## src/rtl/regfile_pkg.sv

```systemverilog
// Shared types and constants for the register-file command sequencer.
// Op encodings, FSM states, access phases and register indices.
package regfile_pkg;

  localparam int DW_DEF = 16;

  typedef enum logic [1:0] {
    OP_READ  = 2'b00,
    OP_WRITE = 2'b01,
    OP_MOVE  = 2'b10,
    OP_SWAP  = 2'b11
  } op_t;

  typedef enum logic [2:0] {
    S_IDLE,
    S_RD_A,
    S_RD_B,
    S_WR_A,
    S_WR_B,
    S_RESP
  } state_t;

  typedef enum logic [1:0] {
    PH_NONE,
    PH_RD,
    PH_WR
  } phase_t;

  localparam logic [2:0] AX = 3'd0;
  localparam logic [2:0] BX = 3'd1;
  localparam logic [2:0] CX = 3'd2;
  localparam logic [2:0] DX = 3'd3;
  localparam logic [2:0] SP = 3'd4;
  localparam logic [2:0] BP = 3'd5;
  localparam logic [2:0] DI = 3'd6;
  localparam logic [2:0] SI = 3'd7;

endpackage

```

## src/rtl/regfile_seq_ctrl_decode.sv

```systemverilog
// Maps an access phase and register index onto register-file port strobes.
// idx[2] picks the general (rd1) or pointer/index (rd2) read port.
module rf_port_decode
  import regfile_pkg::*;
(
  input  logic [1:0] phase,
  input  logic [2:0] idx,
  output logic       rd1,
  output logic       rd2,
  output logic       wr,
  output logic [1:0] sel
);

  always_comb begin
    rd1 = 1'b0;
    rd2 = 1'b0;
    wr  = 1'b0;
    sel = 2'b00;
    unique case (1'b1)
      (phase == PH_RD): begin
        rd1 = ~idx[2];
        rd2 = idx[2];
        sel = idx[1:0];
      end
      (phase == PH_WR): begin
        wr  = 1'b1;
        sel = idx[1:0];
      end
      default: ;
    endcase
  end

endmodule

```

## src/rtl/regfile_seq_ctrl.sv

```systemverilog
// Sequencer expanding READ/WRITE/MOVE/SWAP commands into
// register-file strobe sequences with a valid/ready response.
module regfile_seq_ctrl
  import regfile_pkg::*;
#(
  parameter int DW = DW_DEF
) (
  input  logic          clk,
  input  logic          rst,
  input  logic          cmd_valid,
  output logic          cmd_ready,
  input  logic [1:0]    cmd_op,
  input  logic [2:0]    cmd_dst,
  input  logic [2:0]    cmd_src,
  input  logic [DW-1:0] cmd_data,
  output logic          rsp_valid,
  input  logic          rsp_ready,
  output logic [DW-1:0] rsp_data,
  output logic          rsp_err,
  output logic          rf_en,
  output logic          rf_wr,
  output logic          rf_rd1,
  output logic          rf_rd2,
  output logic [1:0]    rf_sel,
  output logic [DW-1:0] rf_wdata,
  input  logic [DW-1:0] rf_rdata,
  output logic [7:0]    err_count
);

  state_t        state;
  state_t        next;
  op_t           op_q;
  logic [2:0]    dst_q;
  logic [2:0]    src_q;
  logic [DW-1:0] data_q;
  logic [DW-1:0] tmp_a;
  logic [DW-1:0] tmp_b;
  logic          err_q;
  logic          accept;
  logic          cmd_err;
  logic [1:0]    phase;
  logic [2:0]    idx;

  assign accept = cmd_valid && cmd_ready;

  // Pointer-group registers are read-only through this port.
  assign cmd_err = ((cmd_op != OP_READ) && cmd_dst[2])
                || ((cmd_op == OP_SWAP) && cmd_src[2]);

  always_comb begin
    next     = state;
    phase    = PH_NONE;
    idx      = 3'd0;
    rf_wdata = '0;
    unique case (state)
      S_IDLE: begin
        if (accept) begin
          if (cmd_err)
            next = S_RESP;
          else if (cmd_op == OP_WRITE)
            next = S_WR_A;
          else
            next = S_RD_A;
        end
      end
      S_RD_A: begin
        phase = PH_RD;
        idx   = (op_q == OP_READ) ? dst_q : src_q;
        if (op_q == OP_SWAP)
          next = S_RD_B;
        else if (op_q == OP_MOVE)
          next = S_WR_A;
        else
          next = S_RESP;
      end
      S_RD_B: begin
        phase = PH_RD;
        idx   = dst_q;
        next  = S_WR_A;
      end
      S_WR_A: begin
        phase    = PH_WR;
        idx      = dst_q;
        rf_wdata = (op_q == OP_WRITE) ? data_q : tmp_a;
        next     = (op_q == OP_SWAP) ? S_WR_B : S_RESP;
      end
      S_WR_B: begin
        phase    = PH_WR;
        idx      = src_q;
        rf_wdata = tmp_b;
        next     = S_RESP;
      end
      S_RESP: begin
        if (rsp_ready)
          next = S_IDLE;
      end
      default: next = S_IDLE;
    endcase
  end

  rf_port_decode u_decode (
    .phase (phase),
    .idx   (idx),
    .rd1   (rf_rd1),
    .rd2   (rf_rd2),
    .wr    (rf_wr),
    .sel   (rf_sel)
  );

  assign rf_en = (phase != PH_NONE);

  always_ff @(posedge clk or posedge rst) begin
    if (rst) begin
      state     <= S_IDLE;
      cmd_ready <= 1'b0;
      op_q      <= OP_READ;
      dst_q     <= 3'd0;
      src_q     <= 3'd0;
      data_q    <= '0;
      tmp_a     <= '0;
      tmp_b     <= '0;
      err_q     <= 1'b0;
      err_count <= 8'd0;
    end else begin
      state     <= next;
      cmd_ready <= (next == S_IDLE);
      if (accept) begin
        op_q   <= op_t'(cmd_op);
        dst_q  <= cmd_dst;
        src_q  <= cmd_src;
        data_q <= cmd_data;
        err_q  <= cmd_err;
        if (cmd_err && (err_count != 8'hFF))
          err_count <= err_count + 8'd1;
      end
      if (state == S_RD_A)
        tmp_a <= rf_rdata;
      if (state == S_RD_B)
        tmp_b <= rf_rdata;
    end
  end

  always_comb begin
    rsp_valid = (state == S_RESP);
    rsp_err   = rsp_valid && err_q;
    rsp_data  = '0;
    if (rsp_valid && !err_q) begin
      unique case (op_q)
        OP_WRITE: rsp_data = data_q;
        OP_SWAP:  rsp_data = tmp_b;
        default:  rsp_data = tmp_a;
      endcase
    end
  end

endmodule

```

## config.mk

```make
export PLATFORM = sky130hd
export DESIGN_NAME = regfile_seq_ctrl
export DESIGN_NICKNAME = d
export VERILOG_FILES = /design/src/rtl/regfile_pkg.sv /design/src/rtl/regfile_seq_ctrl_decode.sv /design/src/rtl/regfile_seq_ctrl.sv
export SDC_FILE = /design/constraint.sdc
export NUM_CORES = 1
export LEC_CHECK = 0
export BUFFER_PORTS_ARGS = -buffer_cell sky130_fd_sc_hd__clkbuf_2
export CORE_MARGIN = 10
export CORE_UTILIZATION = 48
export DETAILED_ROUTE_END_ITERATION = 6
export PLACE_DENSITY = 0.76
export SYNTH_ARGS = -nofsm -noshare
export SYNTH_HDL_FRONTEND = slang
export SYNTH_SLANG_ARGS = --single-unit
```

## constraint.sdc

```tcl
create_clock -name clk -period 2.42 [get_ports clk]
set_clock_uncertainty 0.2 [all_clocks]
set_input_delay 0.363 -clock clk [delete_from_list [all_inputs] [get_ports clk]]
set_output_delay 0.363 -clock clk [all_outputs]
set_load 0.02 [all_outputs]
```

---- Word level (Yosys, flattened, before mapping) ----
Index checks and enable logic that the tools add are counted.
storage, ports and cells
  register bits after elaboration ......... 69
  bits in latches ......................... 0
  bits in writable memories ............... 0
  bits in read-only memories .............. 0
  bits of input ports ..................... 44
  output and inout bits ................... 49
  logic and storage cells ................. 62
  memories ................................ 0
operators by class
  add/subtract/negate cells ............... 1
  multiply operators ...................... 0
  div/mod/pow operators ................... 0
  order comparisons ....................... 0
  equality and inequality tests ........... 13
  shifts and indexed selects .............. 0
  muxes and demuxes ....................... 19
  bitwise logic cells ..................... 1
  reduce and logical (&&, ||, !) cells .... 18
operator list
  cell                                                  count
  case mux 16 bit (2 select lines)                      2
  2-to-1 mux 16 bit                                     2
  2-to-1 mux 3 bit                                      6
  case mux 3 bit (6 select lines)                       1
  case mux 3 bit (3 select lines)                       1
  adder 8 x 1 -> 8 bit (second input constant)          1
  equality test 2 bit (second input constant)           4
  inequality test 8 bit (second input constant)         1
  OR reduction 2 bit                                    4
  equality test 2 x 1 -> 1 bit (second input constant)  3
  equality test 3 x 2 -> 1 bit (second input constant)  2
  equality test 3 bit (second input constant)           2
  logical AND 1 bit                                     6
  zero test 3 bit                                       2
  2-to-1 mux 1 bit                                      4
  2-to-1 mux 2 bit                                      2
  case mux 2 bit (2 select lines)                       1
  nonzero test 2 bit                                    2
  equality test 3 x 1 -> 1 bit (second input constant)  1
  zero test 2 bit                                       1
  AND reduction 2 bit                                   1
  zero test 1 bit                                       1
  logical OR 1 bit                                      1
  inverter 1 bit                                        1

---- Logic depth before layout (Yosys ltp) ----
  depth after elaboration ................. 7
  depth in mapped cells ................... 9
  mapped depth without buffers ............ 6

---- Hierarchy ----
Synthesis repeated with hierarchy kept, for this count alone.
unflattened totals
  cells, all modules ...................... 315
  area total of the unflattened synthesis .. 3646.0 µm²
by module, submodules not included
  module            instances  cells an instance  area an instance (µm²)  seq. area each (µm²)
  regfile_seq_ctrl  1          307                3583.4                  1726.7
  rf_port_decode    1          8                  62.6                    0.0

---- Worst setup path after synthesis ----
OpenSTA, ideal clock, no wires.
  path type ............................... register -> output
  start point ............................. register state[0]
  end point ............................... output rf_sel[0]
  arrival time ............................ 1.893 ns
  required time ........................... 1.857 ns
  path slack .............................. -0.036 ns
  stages on the path, launching flop included .. 9
  path buffers ............................ 2
  cells stage by stage .................... dfrtp_1 nor2b_2 nor2b_1 buf_4 buf_6 or2_1 ha_1 o21bai_1 nor2_1
between the ends
  longest elaborated chain between the ends .. 6
  elaborated cells on any way between the ends .. 13
  classes of those cells .................. 6 x eq/ne; 3 x mux; 4 x reduce/logical
RTL lines
  what                                                                        line                                                          source
  start: declaration                                                          regfile_seq_ctrl.sv:30                                        state_t state;
  start signal: assignment                                                    regfile_seq_ctrl.sv:125                                       state <= next;
  equality test 3 bit, or another cell as far along                           regfile_seq_ctrl.sv:55                                        unique case (state)
  OR reduction 2 bit (no source line)                                         n/a
  case mux 2 bit (2 select lines)                                             regfile_seq_ctrl.sv:55
  equality test 2 bit / equality test 2 x 1 -> 1 bit (equally long branches)  regfile_seq_ctrl_decode.sv:25, regfile_seq_ctrl_decode.sv:20
  OR reduction 2 bit (no source line)                                         n/a
  2-to-1 mux 2 bit *                                                          regfile_seq_ctrl_decode.sv:19                                 unique case (1'b1)
  end: declaration                                                            regfile_seq_ctrl.sv:24                                        output logic [1:0] rf_sel,
Every way passes the cells marked *; elsewhere a longest branch is shown, timed or not.

---- Worst setup path after layout ----
  start point ............................. register state[0]
  end point ............................... output rf_sel[1]
Same word-level chain as after synthesis.

==> results.json <==
{
  "violations": "negative setup slack",
  "outcome": "finished, violations left",
  "grt_pass1_wl_um": 15600,
  "crit_fanout": 3,
  "antenna_found_initial": 0,
  "p_int_mw": 4.03,
  "cp-start-kind": "flip-flop",
  "crit_type": "reg2out",
  "path_clk_slew_ns": 0.08,
  "core-area_um2": 7690,
  "switching_share": 0.411,
  "start_util": 0.489,
  "cts_made_buffers": 9,
  "postLayoutCoreUtil": 0.635,
  "p_clk_frac": 0.147,
  "die_w_um": 108,
  "setup-tns-final_ns": -0.531,
  "area_delta_synth_final_pct": 29.9,
  "die_h_um": 108,
  "switchingPower_mw": 2.80,
  "hold_depth": 2,
  "period_minus_slack_ns": 2.58,
  "grtUsageTotal": 0.167,
  "layout_setup_ws_ns": -0.160,
  "finalHoldViolations": 0,
  "grt_max_degree": 37,
  "cts_tree": "built",
  "insertedDiodeCount": 0,
  "synth_nets": 374,
  "fmax_mhz": 388,
  "final_common_cell": "clkbuf_2",
  "power_frac_seq": 0.309,
  "required_ns": 1.86,
  "rr_worst_depth": 7,
  "die-area_um2": 11800,
  "clockBufferDepth": 2,
  "drv_cap": 0,
  "power_leakage_nw": 2.36,
  "combPwrFrac": 0.545,
  "synth_flop_cell": "dfrtp_1",
  "synthCells": 326,
  "worstMarginPinSlew_ns": 0.464,
  "ant_nets": 0,
  "clk_latency_ns": 0.34,
  "met3_usage": 0.0518,
  "routed_via_density": 5.36,
  "overflow": 0,
  "synth.distinct_cells": 48,
  "drive_above_1_share": 0.476,
  "cellPowerDensity_nw_per_um2": 1400,
  "avgSynthCellArea_um2": 11.5,
  "vias": 2912,
  "yosys_warnings": 0,
  "root_buffer": "clkbuf_8",
  "relSlewSlack": 0.690,
  "finalWirelength_um": 9890,
  "io_pins": 93,
  "h-tree-depth": 3,
  "setup_viol": 4,
  "grt_pass1_vias": 3137,
  "gp_congestion": 0.790,
  "dp_hpwl_um": 6730,
  "use_met2": 0.270,
  "grt.busiest_layer": "met2",
  "synth-edff-count": 0,
  "synth_area_um2": 3760,
  "port_buffers": 92,
  "ys_ff_latch": 69,
  "ys_seq_area_frac": 0.460,
  "finalCritPeriodShare": 1.07,
  "wl_per_cell_um": 18.2,
  "grt_setup_unrepaired": "yes",
  "rows": 32,
  "firstDrtPassIters": 4,
  "drtIter0Drc": 63,
  "route.detailed.drc": 0,
  "arrival_ns": 2.02,
  "met1_usage": 0.203,
  "hold_path_class": "in2reg",
  "final_cell_mix": "clkbuf_2, dfrtp_1, mux2_2",
  "finalNetCount": 484,
  "ys_async_sr_fraction": 1.00,
  "critPathCaptureType": "primary output",
  "final-max-slew-violation-count": 0,
  "vdd_drop_max_v": 0.000577,
  "clock-sinks": 69
}
synthesized netlist by cell type, types with 2 or more instances:
| cell | n | area (um2) |
|---|---|---|
| nand2_1 | 22 | 82.6 |
| nand3_1 | 6 | 30.0 |
| a31oi_1 | 2 | 12.5 |
| buf_2 | 6 | 30.0 |
| mux2_2 | 38 | 428 |
| inv_2 | 2 | 7.51 |
| buf_4 | 7 | 52.6 |
| nor2b_1 | 4 | 25.0 |
| a211oi_1 | 6 | 45.0 |
| nor3_1 | 2 | 10.0 |
| a211oi_2 | 10 | 125 |
| clkbuf_1 | 3 | 11.3 |
| dfrtp_1 | 69 | 1730 |
| nand2b_1 | 5 | 31.3 |
| a21oi_1 | 3 | 15.0 |
| o21ai_1 | 20 | 100 |
| ha_1 | 4 | 50.1 |
| a32oi_1 | 3 | 26.3 |
| xnor2_1 | 2 | 17.5 |
| nor2_1 | 23 | 86.3 |
| mux2i_1 | 32 | 320 |
| mux2_1 | 19 | 214 |
| inv_1 | 4 | 15.0 |
| xor2_1 | 4 | 35.0 |
| buf_6 | 4 | 45.0 |
| and2_1 | 4 | 25.0 |
area by class of cell:
class | instances | area, um2
sequential | 69 | 1730
tap | 102 | 128
fill | 620 | 2810
timing repair buffer | 120 | 807
clock buffer | 11 | 131
inverter | 6 | 22.5
multi-input combinational | 230 | 1990
clock inverter | 5 | 75.1
logic make-up (layout without fill, tap and decap cells):
group,count (synthesis),in the layout,share of synthesized area
mux,89,89,0.256
simple gates,81,81,0.112
flops,69,69,0.460
compound gates,50,50,0.101
buf+inv,27,142,0.0440
xor+xnor,6,6,0.0140
fa+ha+maj,4,4,0.0133
routing by layer:
| metal | wire length (um) | share of wire |
|---|---|---|
| met5 | 0 | 0 |
| met4 | 93 | 0.0094 |
| met3 | 721 | 0.073 |
| met2 | 4860 | 0.49 |
| met1 | 4220 | 0.43 |
power groups by stage:
| stage | registers [mW] | logic, mW | clock network, mW |
|---|---|---|---|
| after floorplan | 1.99 | 2.32 | 0 |
| after global placement | 2.07 | 2.98 | 0 |
| after detailed placement | 2.10 | 3.06 | 0 |
| after CTS | 2.09 | 3.33 | 1.03 |
| after global routing | 2.18 | 4.01 | 1.08 |
| final | 2.11 | 3.72 | 1.00 |
critical path, stage by stage, from the launching register on:
cell	delay (ns)
dfrtp_1	0.42
buf_6	0.13
nand2b_4	0.13
nor2_4	0.03
or2_1	0.26
ha_1	0.29
o21bai_4	0.18
nor2_1	0.09
buf_4	0.15
flip-flops by register name (all words and copies together), names as in the netlist:
name and cells:
dst_q 3, err_count 8, tmp_b 16, src_q 3, op_q 2, data_q 16, err_q 1, tmp_a 16
cmd_ready 1, state 3
timing repair:
action,CTS,global route
cloned,0,1
setup buffers,5,4
resized for setup,28,53
pin swaps,6,2
hold buffers,1,0
setup endpoints to repair,31,38
endpoints found under the hold margin,69,0
path summary, 6_finish.rpt:
kind,end,from,slack (ns)
max,rf_sel[1],state[0],-0.16
min,data_q[9],cmd_data[9],0.05
max reg2reg,cmd_ready,state[0],0.55
min reg2reg,err_count[5],err_count[5],0.30
max in group asynchronous,tmp_a[13],rst,1.21
min in group asynchronous,tmp_a[4],rst,0.45
stage by stage:
stage          setup WS (ns)  instance area (um2)  std cells  hold WS, ns  power, mW
2_1_floorplan        -0.0355                 3760        326        0.253       4.30
3_3_place_gp           0.127                 4340        516        0.272       5.05
3_5_place_dp          0.0803                 4340        516        0.285       5.16
4_1_cts               -0.142                 4710        538       0.0354       6.45
5_1_grt               -0.220                 4880        543       0.0377       7.27
6_report              -0.160                 4880        543       0.0501       6.83
Note: power is estimated with default switching activity, not from simulation.
